## config.mk

```make
export PLATFORM = sky130hd
export DESIGN_NAME = ex_muldiv_seq_flat
export DESIGN_NICKNAME = d
export VERILOG_FILES = /design/src/rtl/ex_muldiv_seq_if.sv /design/src/rtl/ex_muldiv_seq.sv /design/src/flat_wrapper.sv
export SDC_FILE = /design/constraint.sdc
export NUM_CORES = 1
export LEC_CHECK = 0
export ABC_AREA = 1
export CAP_MARGIN = 20
export CORE_ASPECT_RATIO = 2
export CORE_UTILIZATION = 36
export DETAILED_ROUTE_END_ITERATION = 6
export GPL_TIMING_DRIVEN = 0
export PLACE_DENSITY = 0.59
export SLEW_MARGIN = 15
export SYNTH_ARGS = -nofsm -noshare
export SYNTH_HDL_FRONTEND = slang
export SYNTH_SLANG_ARGS = --single-unit
```

## constraint.sdc

```tcl
create_clock -name clk -period 3.3 [get_ports clk]
set_input_delay 0.825 -clock clk [delete_from_list [all_inputs] [get_ports clk]]
set_output_delay 0.825 -clock clk [all_outputs]
set_load 0.01 [all_outputs]
```

## src/rtl/ex_muldiv_seq_if.sv

```systemverilog
// rtl/ex_muldiv_seq_if.sv - EX-stage multiply/divide request and result bundle
interface ex_muldiv_seq_if #(
    parameter int WIDTH = 32
) ();
    logic             start;
    logic [1:0]       op;
    logic [WIDTH-1:0] opA;
    logic [WIDTH-1:0] opB;
    logic             flush;
    logic             busy;
    logic             stall;
    logic             done;
    logic [WIDTH-1:0] result;

    modport master (
        output start, op, opA, opB, flush,
        input  busy, stall, done, result
    );

    modport slave (
        input  start, op, opA, opB, flush,
        output busy, stall, done, result
    );
endinterface

```

## src/rtl/ex_muldiv_seq.sv

```systemverilog
// rtl/ex_muldiv_seq.sv - iterative shift-add multiplier / restoring divider for the EX stage
module ex_muldiv_seq #(
    parameter int WIDTH = 32,
    parameter int CNT_W = 5
) (
    input  logic           clk,
    input  logic           rst_n,
    ex_muldiv_seq_if.slave bus
);
    localparam logic [1:0] S_IDLE = 2'd0;
    localparam logic [1:0] S_CALC = 2'd1;
    localparam logic [1:0] S_DONE = 2'd2;

    logic [1:0]         r_state;
    logic [CNT_W-1:0]   r_cnt;
    logic [1:0]         r_op;
    logic [WIDTH-1:0]   r_opb;
    logic [2*WIDTH-1:0] r_prod;
    logic [WIDTH-1:0]   r_rem;
    logic [WIDTH-1:0]   r_quot;
    logic [WIDTH-1:0]   r_result;

    logic [WIDTH:0]     w_sum;
    logic [2*WIDTH-1:0] w_prod_nxt;
    logic [WIDTH:0]     w_trial;
    logic               w_qbit;
    logic [WIDTH-1:0]   w_rem_nxt;
    logic [WIDTH-1:0]   w_quot_nxt;
    logic               w_last;
    logic [WIDTH-1:0]   w_sel;

    // Multiply: add multiplier into the high half with carry, then shift the carry back in.
    assign w_sum      = {1'b0, r_prod[2*WIDTH-1:WIDTH]} + (r_prod[0] ? {1'b0, r_opb} : '0);
    assign w_prod_nxt = {w_sum, r_prod[WIDTH-1:1]};

    // Divide: remainder is always below the divisor, so bit WIDTH of the trial is the borrow.
    assign w_trial    = {r_rem, r_quot[WIDTH-1]} - {1'b0, r_opb};
    assign w_qbit     = ~w_trial[WIDTH];
    assign w_rem_nxt  = w_qbit ? w_trial[WIDTH-1:0] : {r_rem[WIDTH-2:0], r_quot[WIDTH-1]};
    assign w_quot_nxt = {r_quot[WIDTH-2:0], w_qbit};

    assign w_last = (r_cnt == CNT_W'(WIDTH - 1));

    always_comb begin
        w_sel = '0;
        case (r_op)
            2'b00:   w_sel = w_prod_nxt[WIDTH-1:0];
            2'b01:   w_sel = w_prod_nxt[2*WIDTH-1:WIDTH];
            2'b10:   w_sel = w_quot_nxt;
            default: w_sel = w_rem_nxt;
        endcase
    end

    always_ff @(posedge clk) begin
        if (!rst_n) begin
            r_state  <= S_IDLE;
            r_cnt    <= '0;
            r_op     <= '0;
            r_opb    <= '0;
            r_prod   <= '0;
            r_rem    <= '0;
            r_quot   <= '0;
            r_result <= '0;
        end else begin
            case (r_state)
                S_IDLE: begin
                    if (bus.start && !bus.flush) begin
                        r_op  <= bus.op;
                        r_opb <= bus.opB;
                        r_cnt <= '0;
                        if (bus.op[1]) begin
                            r_rem  <= '0;
                            r_quot <= bus.opA;
                        end else begin
                            r_prod <= {{WIDTH{1'b0}}, bus.opA};
                        end
                        r_state <= S_CALC;
                    end
                end
                S_CALC: begin
                    if (bus.flush) begin
                        r_state <= S_IDLE;
                    end else begin
                        r_cnt <= r_cnt + CNT_W'(1);
                        if (r_op[1]) begin
                            r_rem  <= w_rem_nxt;
                            r_quot <= w_quot_nxt;
                        end else begin
                            r_prod <= w_prod_nxt;
                        end
                        // Result is captured with the final step so it is already valid during DONE.
                        if (w_last) begin
                            r_result <= w_sel;
                            r_state  <= S_DONE;
                        end
                    end
                end
                S_DONE:  r_state <= S_IDLE;
                default: r_state <= S_IDLE;
            endcase
        end
    end

    assign bus.busy   = (r_state == S_CALC) || (r_state == S_DONE);
    assign bus.stall  = ((r_state == S_IDLE) && bus.start && !bus.flush) || (r_state == S_CALC);
    assign bus.done   = (r_state == S_DONE);
    assign bus.result = r_result;
endmodule
```

## src/flat_wrapper.sv

```systemverilog
// flat-port wrapper written by rule: the top's interface ports become plain ports
module ex_muldiv_seq_flat 
#(
    parameter int WIDTH = 32,
    parameter int CNT_W = 5
)
  (clk, rst_n, bus_start, bus_op, bus_opA, bus_opB, bus_flush, bus_busy, bus_stall, bus_done, bus_result);
  ex_muldiv_seq_if #(.WIDTH(WIDTH)) bus_i ();
  input  logic clk;
  input  logic rst_n;
  input wire logic [$bits(bus_i.start)-1:0] bus_start;
  input wire logic [$bits(bus_i.op)-1:0] bus_op;
  input wire logic [$bits(bus_i.opA)-1:0] bus_opA;
  input wire logic [$bits(bus_i.opB)-1:0] bus_opB;
  input wire logic [$bits(bus_i.flush)-1:0] bus_flush;
  output wire logic [$bits(bus_i.busy)-1:0] bus_busy;
  output wire logic [$bits(bus_i.stall)-1:0] bus_stall;
  output wire logic [$bits(bus_i.done)-1:0] bus_done;
  output wire logic [$bits(bus_i.result)-1:0] bus_result;
  assign bus_i.start = bus_start;
  assign bus_i.op = bus_op;
  assign bus_i.opA = bus_opA;
  assign bus_i.opB = bus_opB;
  assign bus_i.flush = bus_flush;
  assign bus_busy = bus_i.busy;
  assign bus_stall = bus_i.stall;
  assign bus_done = bus_i.done;
  assign bus_result = bus_i.result;
  ex_muldiv_seq #(.WIDTH(WIDTH), .CNT_W(CNT_W)) u_core (.clk(clk), .rst_n(rst_n), .bus(bus_i));
endmodule
```

==> results of run 1 <==
## metal layers
metal	track usage (%)	wire, µm
met1	27.7	21400
met2	59.4	34000
met3	2.76	2480
met4	30.9	7400
met5	0	0
## how the worst max path moves through the flow
stage | endpoint | slack, ns | depth (start not counted)
2_1_floorplan | bus_stall | 0.70 | 5
3_3_place_gp | bus_stall | -1.13 | 7
3_5_place_dp | bus_stall | -1.13 | 7
4_1_cts | u_core.bus.result[30] | 0.005 | 15
5_1_grt | u_core.bus.result[30] | 0.02 | 15
6_report | u_core.bus.result[23] | 0.09 | 14
## power groups by stage
stage                     Sequential (mW)  Clock, mW  Combinational (mW)
after floorplan                      2.57          0               0.594
after global placement               2.60          0                1.00
after global routing                 2.55       2.90                1.10
final                                2.55       2.77                1.02
after CTS                            2.55       2.80                1.01
after detailed placement             2.60          0                1.00
## cells by family (layout without fill, tap and decap cells)
kind of cell,Yosys count,after routing
adders and majority gates,71,71
buffers and inverters,436,580
xor gates and xnor gates,27,27
and+or+nand+nor,1323,1323
AOI/OAI and AO/OA,351,351
DFF,201,201
## through the flow
| stage | instances | total power, mW | setup slack (ns) |
|---|---|---|---|
| finish | 3083 | 6.34 | 0.0919 |
| detailed placement | 3043 | 3.60 | -1.13 |
| CTS | 3082 | 6.36 | 0.00539 |
| floorplan | 2409 | 3.17 | 0.704 |
| global placement | 3043 | 3.60 | -1.13 |
| global route | 3083 | 6.54 | 0.0212 |
## state kept, by name (all words and copies together), names as in the netlist
| signal | cells |
|---|---|
| u_core.bus.result | 32 |
| u_core.r_cnt | 5 |
| u_core.r_op | 2 |
| u_core.r_opb | 32 |
| u_core.r_prod | 64 |
| u_core.r_quot | 32 |
| u_core.r_rem | 32 |
| u_core.r_state | 2 |
## cell usage in the layout, fill, tap and decap left out, types with 26 or more instances in the layout
master | Yosys | routed
clkdlybuf4s50_1 | 0 | 103
nand2_1 | 910 | 910
a21oi_2 | 57 | 58
nand2_4 | 35 | 35
inv_1 | 325 | 324
ha_1 | 69 | 69
dfxtp_1 | 201 | 200
xor2_1 | 27 | 27
clkbuf_1 | 59 | 56
nand3_1 | 157 | 157
nor2_1 | 138 | 138
o21ai_0 | 48 | 47
a31oi_1 | 67 | 67
a21oi_1 | 162 | 161
buf_2 | 25 | 26
nand3_2 | 27 | 27
## worst register-to-register path, delay by kind of cell (launching register included)
kind,cells,cell delay (ns)
flip-flops,1,0.38
buffers and inverters,2,0.17
adder cells (fa/ha/maj),1,0.42
AO/OA/AOI/OAI,1,0.12
AND/OR/NAND/NOR,10,2.07
## timing repair
action | CTS | global route
pin swaps | 1 | 0
setup buffers | 2 | 1
hold buffers | 0 | 0
setup endpoints to repair | 21 | 11
resized for setup | 11 | 6
## final cells by class
type	count	area, µm²
tap	530	663
multi-input combinational	1772	9060
clock buffer	31	656
inverter	338	1280
sequential	201	4030
fill	4412	23100
timing repair buffer	107	1060
clock inverter	9	119
buffer	95	489
==> reports/results.tsv, run 1 <==
metric	value	unit
synth_edf_count	0	
pwr-share-comb	16.1	%
cts_buffer_depth	3	
ys_ff_latch	201	
synth_compound_area_share	14.3	%
grt.total_usage	30.8	%
dp_hpwl	54800	µm
cp-startpoint	u_core.r_opb[17]	
viasPerCell	5.16	
drcViolationCount	0	
cts_made_buffers	23	
gp_congestion	1.01	
layout-drive-gt1-share	9.28	%
clock-sinks	201	
netlist_instances	2409	
critPathArrivalTime	3.71	ns
routed_wl	65300	µm
vdd_drop_max	0.000340	V
r2r_cells	14	
rows	104	
p_clk_share	43.7	%
seq_power_share	40.2	%
grt_pass1_wl	95100	µm
fp.dieArea	42000	µm²
first_global_vias	15900	
p_int	4.36	mW
whs	0.466	ns
h-tree-depth	1	
min_to	u_core.r_cnt[4]	
synth-xor-area-share	1.60	%
clkSlewWorstSetupHoldPaths	0.06	ns
utilization	42.9	%
switching_share	31.3	%
drv_cap	0	
place_area	16500	µm²
grt_max_degree	18	
first_pass_iters	5	
crit_slowest_cell	nor3_1	
clock_latency	0.58	ns
pin_count	105	
critPathTopFamily	simple AND/OR/NAND/NOR gates	
worstHoldStart	u_core.r_cnt[4]	
rrSetupSlack	0.09	ns
worst_setup_path_end_kind	register	
switching_power	1.98	mW
setup_tns	0	ns
drtIter0Drc	980	
final_area	17300	µm²
core_area	40500	µm²
cp_max_fo	5	
crit_chain	inv_1 -> ha_1 -> nand2_1 -> nor2_1 -> inv_1 -> nor3_1 -> nand3_1 -> nand3_1 -> nand2_1 -> nand2_1 -> nand2_1 -> nand3_1 -> nand2_1 -> a21oi_2	
max_freq	312	MHz
synth_common_cells	nand2_1, inv_1, dfxtp_1	
netlist_area	14800	µm²
antenna_found_initial	0	
synthAdderAreaFrac	6.10	%
nNetsFinal	2679	
hp-class	reg -> reg	
muxShareOfSynthArea	0	%
power.leakage	7.79	nW
synth_nets	2550	
period_share	97.2	%
route.vias.total	15900	
area_delta_synth_final	17.1	%
synth_cell_types	45	
fin_crit	3.21	ns
drv_slew	0	
cts_tree	built	
start_kind	register	
cpMostUsedCell	nand2_1	
synth_top_flop_cell	dfxtp_1	
yosys.area_share.simple	39.0	%
max-slew-margin-rel	24.7	%
worst_pin_slew	1.12	ns
synth_top_area_share	27.2	%
synth_top_family_by_area	simple AND/OR/NAND/NOR gates	
ys_seq_area_share	27.2	%
grt_overflow_total	0	
yosysMostFrequentCell	nand2_1	
r2r-end	u_core.bus.result[23]	
insertedDiodeCount	0	
clock_skew	0.0265	ns
timing.rr.start	u_core.r_opb[17]	
slowest_delay	0.81	ns
die_w	145	µm
synth_area_leaders	dfxtp_1, nand2_1, inv_1, ha_1, a21oi_1	
setup_violations	0	
critical_path_buf_inv_count	2	
initial_core_util	36.6	%
wl_per_cell	21.2	µm
status	finished, final reports clean	
final_antenna_net_count	0	
holdPathStages	2	
cp.required	3.80	ns
rsz0062_at_grt	no	
finalHoldViolations	0	
synthArstFlopShare	0	%
powerDensity	365	nW/µm²
yosysTopAreaCell	dfxtp_1	
port_buffers	104	
dieHeight	289	µm
syn_area_per_cell	6.15	µm²
root_buffer	clkbuf_16	
synth_warnings	0	
worstSetupPathType	reg -> reg	
Power figures use the tool's default switching activity.
==> run 2, diff against run 1 <==
--- a/config.mk
+++ b/config.mk
@@ -9,6 +9,7 @@
 export CAP_MARGIN = 20
 export CORE_ASPECT_RATIO = 2
 export CORE_UTILIZATION = 36
+export CTS_CLUSTER_SIZE = 10
 export DETAILED_ROUTE_END_ITERATION = 6
 export GPL_TIMING_DRIVEN = 0
 export PLACE_DENSITY = 0.59
==> run 2 against run 1 <==
Non-clock buffer count did not move. First-iteration DRC count fell by 6.8%. Clock skew decreased by 0.012 ns. Wire length is 0.24% lower. Register-to-register slack worse by 0.02 ns. Die area unchanged. Highest routed layer is now met5. Setup slack worse by 0.018 ns. Count of clock-buffer cells in the layout decreased by 2. Maximum frequency shrank 0.57%.
==> reports/results.tsv, run 2 (synthesized netlist as in run 1, its figures left out) <==
metric	value	unit	change
grt_max_degree	18		unchanged
rows	104		unchanged
slowest_delay	0.74	ns	-0.07 ns
power.leakage	7.73	nW	-0.82%
regMostFlops	u_core.r_prod		
crit_chain	buf_2 -> inv_1 -> nor2_1 -> clkbuf_1 -> nand2_1 -> a31oi_1 -> nand2_1 -> a21oi_2		
pin_count	105		unchanged
critPathTopFamily	simple AND/OR/NAND/NOR gates		
start_kind	register		
area_delta_synth_final	16.3	%	
antenna_found_initial	1		+1
power	6.01	mW	-5.2%
rrSetupSlack	0.07	ns	-0.02 ns
period_share	97.8	%	+0.56 points
max-slew-margin-rel	20.8	%	-3.9 points
vdd_drop_max	0.000364	V	+7.1%
wl_per_cell	21.2	µm	about the same
whs	0.464	ns	-0.00114 ns
status	finished, final reports clean		
viasPerCell	5.16		about the same
critical_path_buf_inv_count	3		+1
drv_cap	0		unchanged
crit_slowest_cell	nor2_1		
max_freq	310	MHz	-0.57%
layout-drive-gt1-share	8.96	%	-0.32 points
first_global_vias	15900		+0.15%
route.vias.total	15900		-0.35%
grt.total_usage	30.8	%	about the same
core_area	40500	µm²	unchanged
first_pass_iters	5		unchanged
cp-startpoint	u_core.r_op[0]		
critPathArrivalTime	3.71	ns	about the same
drcViolationCount	0		unchanged
layout_commonest_cell	nand2_1		
final_area	17200	µm²	-0.67%
cts_tree	built		
die_w	145	µm	unchanged
worst_pin_slew	1.19	ns	+0.0709 ns
finalHoldViolations	0		unchanged
fin_crit	3.23	ns	+0.0184 ns
clock_latency	0.56	ns	-0.02 ns
clkSlewWorstSetupHoldPaths	0.06	ns	about the same
drv_slew	0		unchanged
cts_buffer_depth	3		unchanged
h-tree-depth	1		unchanged
routed_wl	65100	µm	-0.24%
clock_skew	0.0145	ns	-0.0120 ns
initial_core_util	36.6	%	unchanged
cts_made_buffers	24		+4.3%
largest_reg_flops	64		unchanged
cp.required	3.78	ns	-0.02 ns
layout_common_cells	nand2_1, inv_1, dfxtp_1, a21oi_1, nand3_1		
worst_setup_path_end_kind	register		
worstHoldStart	u_core.r_cnt[4]		
final_antenna_net_count	0		unchanged
worstSetupPathType	reg -> reg		
grt_overflow_total	0		unchanged
powerDensity	349	nW/µm²	-4.6%
setup_violations	0		unchanged
cpMostUsedCell	nand2_1		
drtIter0Drc	913		-6.8%
rsz0062_at_grt	no		
cp_max_fo	10		+5
dieHeight	289	µm	unchanged
hp-class	reg -> reg		
clock-sinks	201		unchanged
fp.dieArea	42000	µm²	unchanged
gp_congestion	1.01		unchanged
place_area	16500	µm²	unchanged
grt_pass1_wl	95100	µm	about the same
root_buffer	clkbuf_16		
dp_hpwl	54800	µm	unchanged
timing.rr.start	u_core.r_op[0]		
port_buffers	104		unchanged
nNetsFinal	2680		+0.037%
## run 2: metal layers
layer | GRT usage (%) | part of all wire [%] | routed length [µm] | up-vias
li1 | - | - | - | 7852
met1 | 27.6 | 33 | 21300 | 7289
met2 | 59.7 | 53 | 34200 | 496
met3 | 2.88 | 3.8 | 2460 | 224
met4 | 30.0 | 11 | 7190 | 2
met5 | 0 | 0.018 | 12 | -
## run 2: stage by stage
step                      setup slack (ns)  utilization (%)  TNS [ns]  cells
final                               0.0735             42.6         0   3075
after global routing                0.0222             42.6         0   3074
after CTS                          0.00411             42.5         0   3073
after detailed placement             -1.13             40.8     -2.86   3043
after global placement               -1.13             40.8     -2.40   3043
after floorplan                      0.704                -         0   2409
## run 2: final timing paths
path | endpoint | cells after the start
hold reg to reg | u_core.r_cnt[4] | 2
hold / removal | u_core.r_cnt[4] | 2
setup / recovery | u_core.bus.result[7] | 8
setup reg to reg | u_core.bus.result[7] | 8
## run 2: worst min-delay path: stages (launching register included)
cell and delay [ns]:
dfxtp_1 0.31, nand2_1 0.06, a21oi_1 0.05
## run 2: cell type report
cell class                      count  area, µm²
Multi-Input combinational cell   1772       9060
Buffer                             95        489
Clock inverter                      2       21.3
Timing Repair Buffer              107       1060
Tap cell                          530        663
Clock buffer                       29        629
Antenna cell                        1       2.50
Inverter                          338       1280
Fill cell                        4410      23200
Sequential cell                   201       4030
## run 2: repair_timing
action                                 CTS  global route
setup endpoints to repair               19            11
pin swaps                                1             1
resized for setup                       11             7
endpoints found under the hold margin    0             0
setup buffers                            2             1
hold buffers                             0             0
## run 2: power breakdown
group	internal (mW)	leakage, nW	switching, mW	total [mW]
clock network	1.33	0.318	1.11	2.44
registers	2.49	1.63	0.0572	2.55
logic	0.305	5.78	0.713	1.02
total	4.12	7.73	1.88	6.01
==> run 3, diff against run 2 <==
--- a/config.mk
+++ b/config.mk
@@ -6,13 +6,13 @@
 export NUM_CORES = 1
 export LEC_CHECK = 0
 export ABC_AREA = 1
-export CAP_MARGIN = 20
 export CORE_ASPECT_RATIO = 2
 export CORE_UTILIZATION = 36
 export CTS_CLUSTER_SIZE = 10
 export DETAILED_ROUTE_END_ITERATION = 6
 export GPL_TIMING_DRIVEN = 0
-export PLACE_DENSITY = 0.59
+export PLACE_DENSITY = 0.61
+export SETUP_SLACK_MARGIN = 0.15
 export SLEW_MARGIN = 15
 export SYNTH_ARGS = -nofsm -noshare
 export SYNTH_HDL_FRONTEND = slang
==> constraint.sdc (replaced) <==
create_clock -name clk -period 2.85 [get_ports clk]
set_input_delay 0.7125 -clock clk [delete_from_list [all_inputs] [get_ports clk]]
set_output_delay 0.7125 -clock clk [all_outputs]
set_load 0.01 [all_outputs]
==> run 3 against run 2 <==
Hold slack improved by 0.0067 ns. Clock skew is 0.022 ns higher. Die area did not move. Count of clock-buffer cells in the layout fell by 2. Clock power grew 20%.
==> reports/results.tsv, run 3 (synthesized netlist as in run 1, its figures left out) <==
metric	value	unit	change
status	finished, final reports clean		
final_antenna_net_count	0		unchanged
timing.rr.start	u_core.r_op[1]		
cts_buffer_depth	3		unchanged
grt_max_degree	15		-3
worstHoldStart	u_core.bus.result[16]		
clock_latency	0.58	ns	+0.02 ns
holdPathStages	2		unchanged
whs	0.471	ns	+0.00668 ns
grt_overflow_total	0		unchanged
regMostFlops	u_core.r_prod		
worstSetupPathType	reg -> reg		
insertedDiodeCount	0		-1
rrSetupSlack	0.1	ns	+0.02 ns
clock-sinks	201		unchanged
first_global_vias	16000		+0.74%
vdd_drop_max	0.000416	V	+14%
initial_core_util	36.6	%	unchanged
worst_pin_slew	1.24	ns	+0.0521 ns
critPathArrivalTime	3.16	ns	-0.55 ns
h-tree-depth	1		unchanged
rows	104		unchanged
layout_common_cells	nand2_1, inv_1, dfxtp_1, nand3_1, a21oi_1		
root_buffer	clkbuf_16		
nFillCells	4286		-2.8%
start_kind	register		
cts_tree	built		
area_delta_synth_final	24.1	%	
grt.total_usage	30.4	%	-0.40 points
pin_count	105		unchanged
fin_crit	2.75	ns	-0.472 ns
crit_chain	clkbuf_1 -> nand2_1 -> clkinv_1 -> a221oi_1 -> a21oi_2 -> nand2_1 -> a21oi_2		
die_w	145	µm	unchanged
core_area	40500	µm²	unchanged
dp_hpwl	53400	µm	-2.7%
final-seq-area	4040	µm²	+0.28%
hp-class	reg -> reg		
dieHeight	289	µm	unchanged
multiInputGateArea	10000	µm²	+10%
layout-drive-gt1-share	16.8	%	+7.9 points
max_freq	363	MHz	+17%
antenna_found_initial	0		-1
m1WireLength	21400	µm	+0.53%
power.leakage	7.89	nW	+2.1%
rsz0062_at_grt	yes		
viasPerCell	5.22		+1.2%
route.vias.total	16100		+1.8%
r2r_cells	7		-1
top_layer	met4		
drcViolationCount	0		unchanged
powerDensity	387	nW/µm²	+11%
layout_commonest_cell	nand2_1		
min_to	u_core.bus.result[16]		
cp.required	3.26	ns	-0.52 ns
gp_congestion	1.08		+7.4%
wl_met3	2310	µm	-5.9%
grt_pass1_wl	94700	µm	-0.43%
finalHoldViolations	0		unchanged
clock_skew	0.0362	ns	+0.0216 ns
wl_met2	33400	µm	-2.2%
final_cells	3091		+0.52%
period_share	96.6	%	-1.1 points
max-slew-margin-rel	17.3	%	-3.5 points
wl_per_cell	21.0	µm	-0.90%
clkSlewWorstSetupHoldPaths	0.06	ns	about the same
drv_slew	0		unchanged
slowest_delay	1.07	ns	+0.33 ns
largest_reg_flops	64		unchanged
routed_wl	64900	µm	-0.38%
fp.dieArea	42000	µm²	unchanged
drtIter0Drc	964		+5.6%
cts_made_buffers	25		+4.2%
port_buffers	104		unchanged
nNetsFinal	2697		+0.63%
drv_cap	0		unchanged
worst_setup_path_end_kind	register		
setup_violations	0		unchanged
cp_max_fo	10		unchanged
first_pass_iters	5		unchanged
r2r-end	u_core.bus.result[10]		
crit_slowest_cell	a221oi_1		
dp_cells	3043		unchanged
## run 3: cell count changes in the layout (fill, tap and decap cells not counted), moves of 13 or more
cell / before / now
nor2_2: 2 / 16
ha_1: 69 / 35
nor2_1: 138 / 119
nand3_1: 156 / 142
a21oi_1: 161 / 137
nand2_2: 6 / 51
ha_4: 0 / 28
buf_4: 9 / 22
a21oi_2: 58 / 81
nand2_1: 910 / 856
## run 3: layer usage
layer	global-route usage, %	vias up
met1	27.6	7434
met3	2.60	260
met2	58.2	556
li1	-	7891
met5	0	-
met4	30.6	0
## run 3: per-stage QoR
stage	utilization, %	cell area (µm²)	worst slack [ns]	TNS, ns	power (mW)
2_1_floorplan	-	14800	0.479	0	3.67
3_3_place_gp	40.8	16500	-1.37	-31.70	4.15
3_5_place_dp	40.8	16500	-1.37	-32.96	4.16
4_1_cts	44.2	17900	0.0788	0	7.07
5_1_grt	45.4	18400	0.0649	0	7.31
6_report	45.4	18400	0.0960	0	7.11
## run 3: final cells by class
cell class | count | area share [%]
Clock buffer | 27 | 3.44
Clock inverter | 5 | 0.238
Inverter | 338 | 6.94
Buffer | 97 | 3.01
Sequential cell | 201 | 21.9
Multi-Input combinational cell | 1772 | 54.4
Tap cell | 530 | 3.61
Timing Repair Buffer | 121 | 6.39
## run 3: how the worst max path moves through the flow
stage | from | end | slack (ns) | cells after the start
final | u_core.r_op[1] | u_core.bus.result[10] | 0.1 | 7
after global routing | u_core.r_prod[0] | u_core.bus.result[10] | 0.06 | 17
after CTS | bus_start | bus_stall | 0.08 | 7
after detailed placement | bus_flush | bus_stall | -1.37 | 7
after global placement | bus_flush | bus_stall | -1.37 | 7
after floorplan | bus_flush | bus_stall | 0.48 | 5
## run 3: power breakdown
part | leakage, nW | total [mW] | switching [mW] | internal (mW)
Combinational | 5.92 | 1.24 | 0.855 | 0.383
Clock | 0.336 | 2.92 | 1.35 | 1.57
Sequential | 1.63 | 2.95 | 0.0655 | 2.88
## run 3: critical path: cells and delay by family, from the launching register on
| family | cells | cell delay (ns) |
|---|---|---|
| DFF | 1 | 0.38 |
| buffers and inverters | 2 | 0.62 |
| and+or+nand+nor | 2 | 0.32 |
| AOI/OAI and AO/OA | 3 | 1.27 |
## run 3: timing repair
action	4_1_cts	5_1_grt
pin swaps	18	27
endpoints found under the setup margin	94	66
buffers inserted	7	10
resized for setup	143	121
hold buffers	0	0
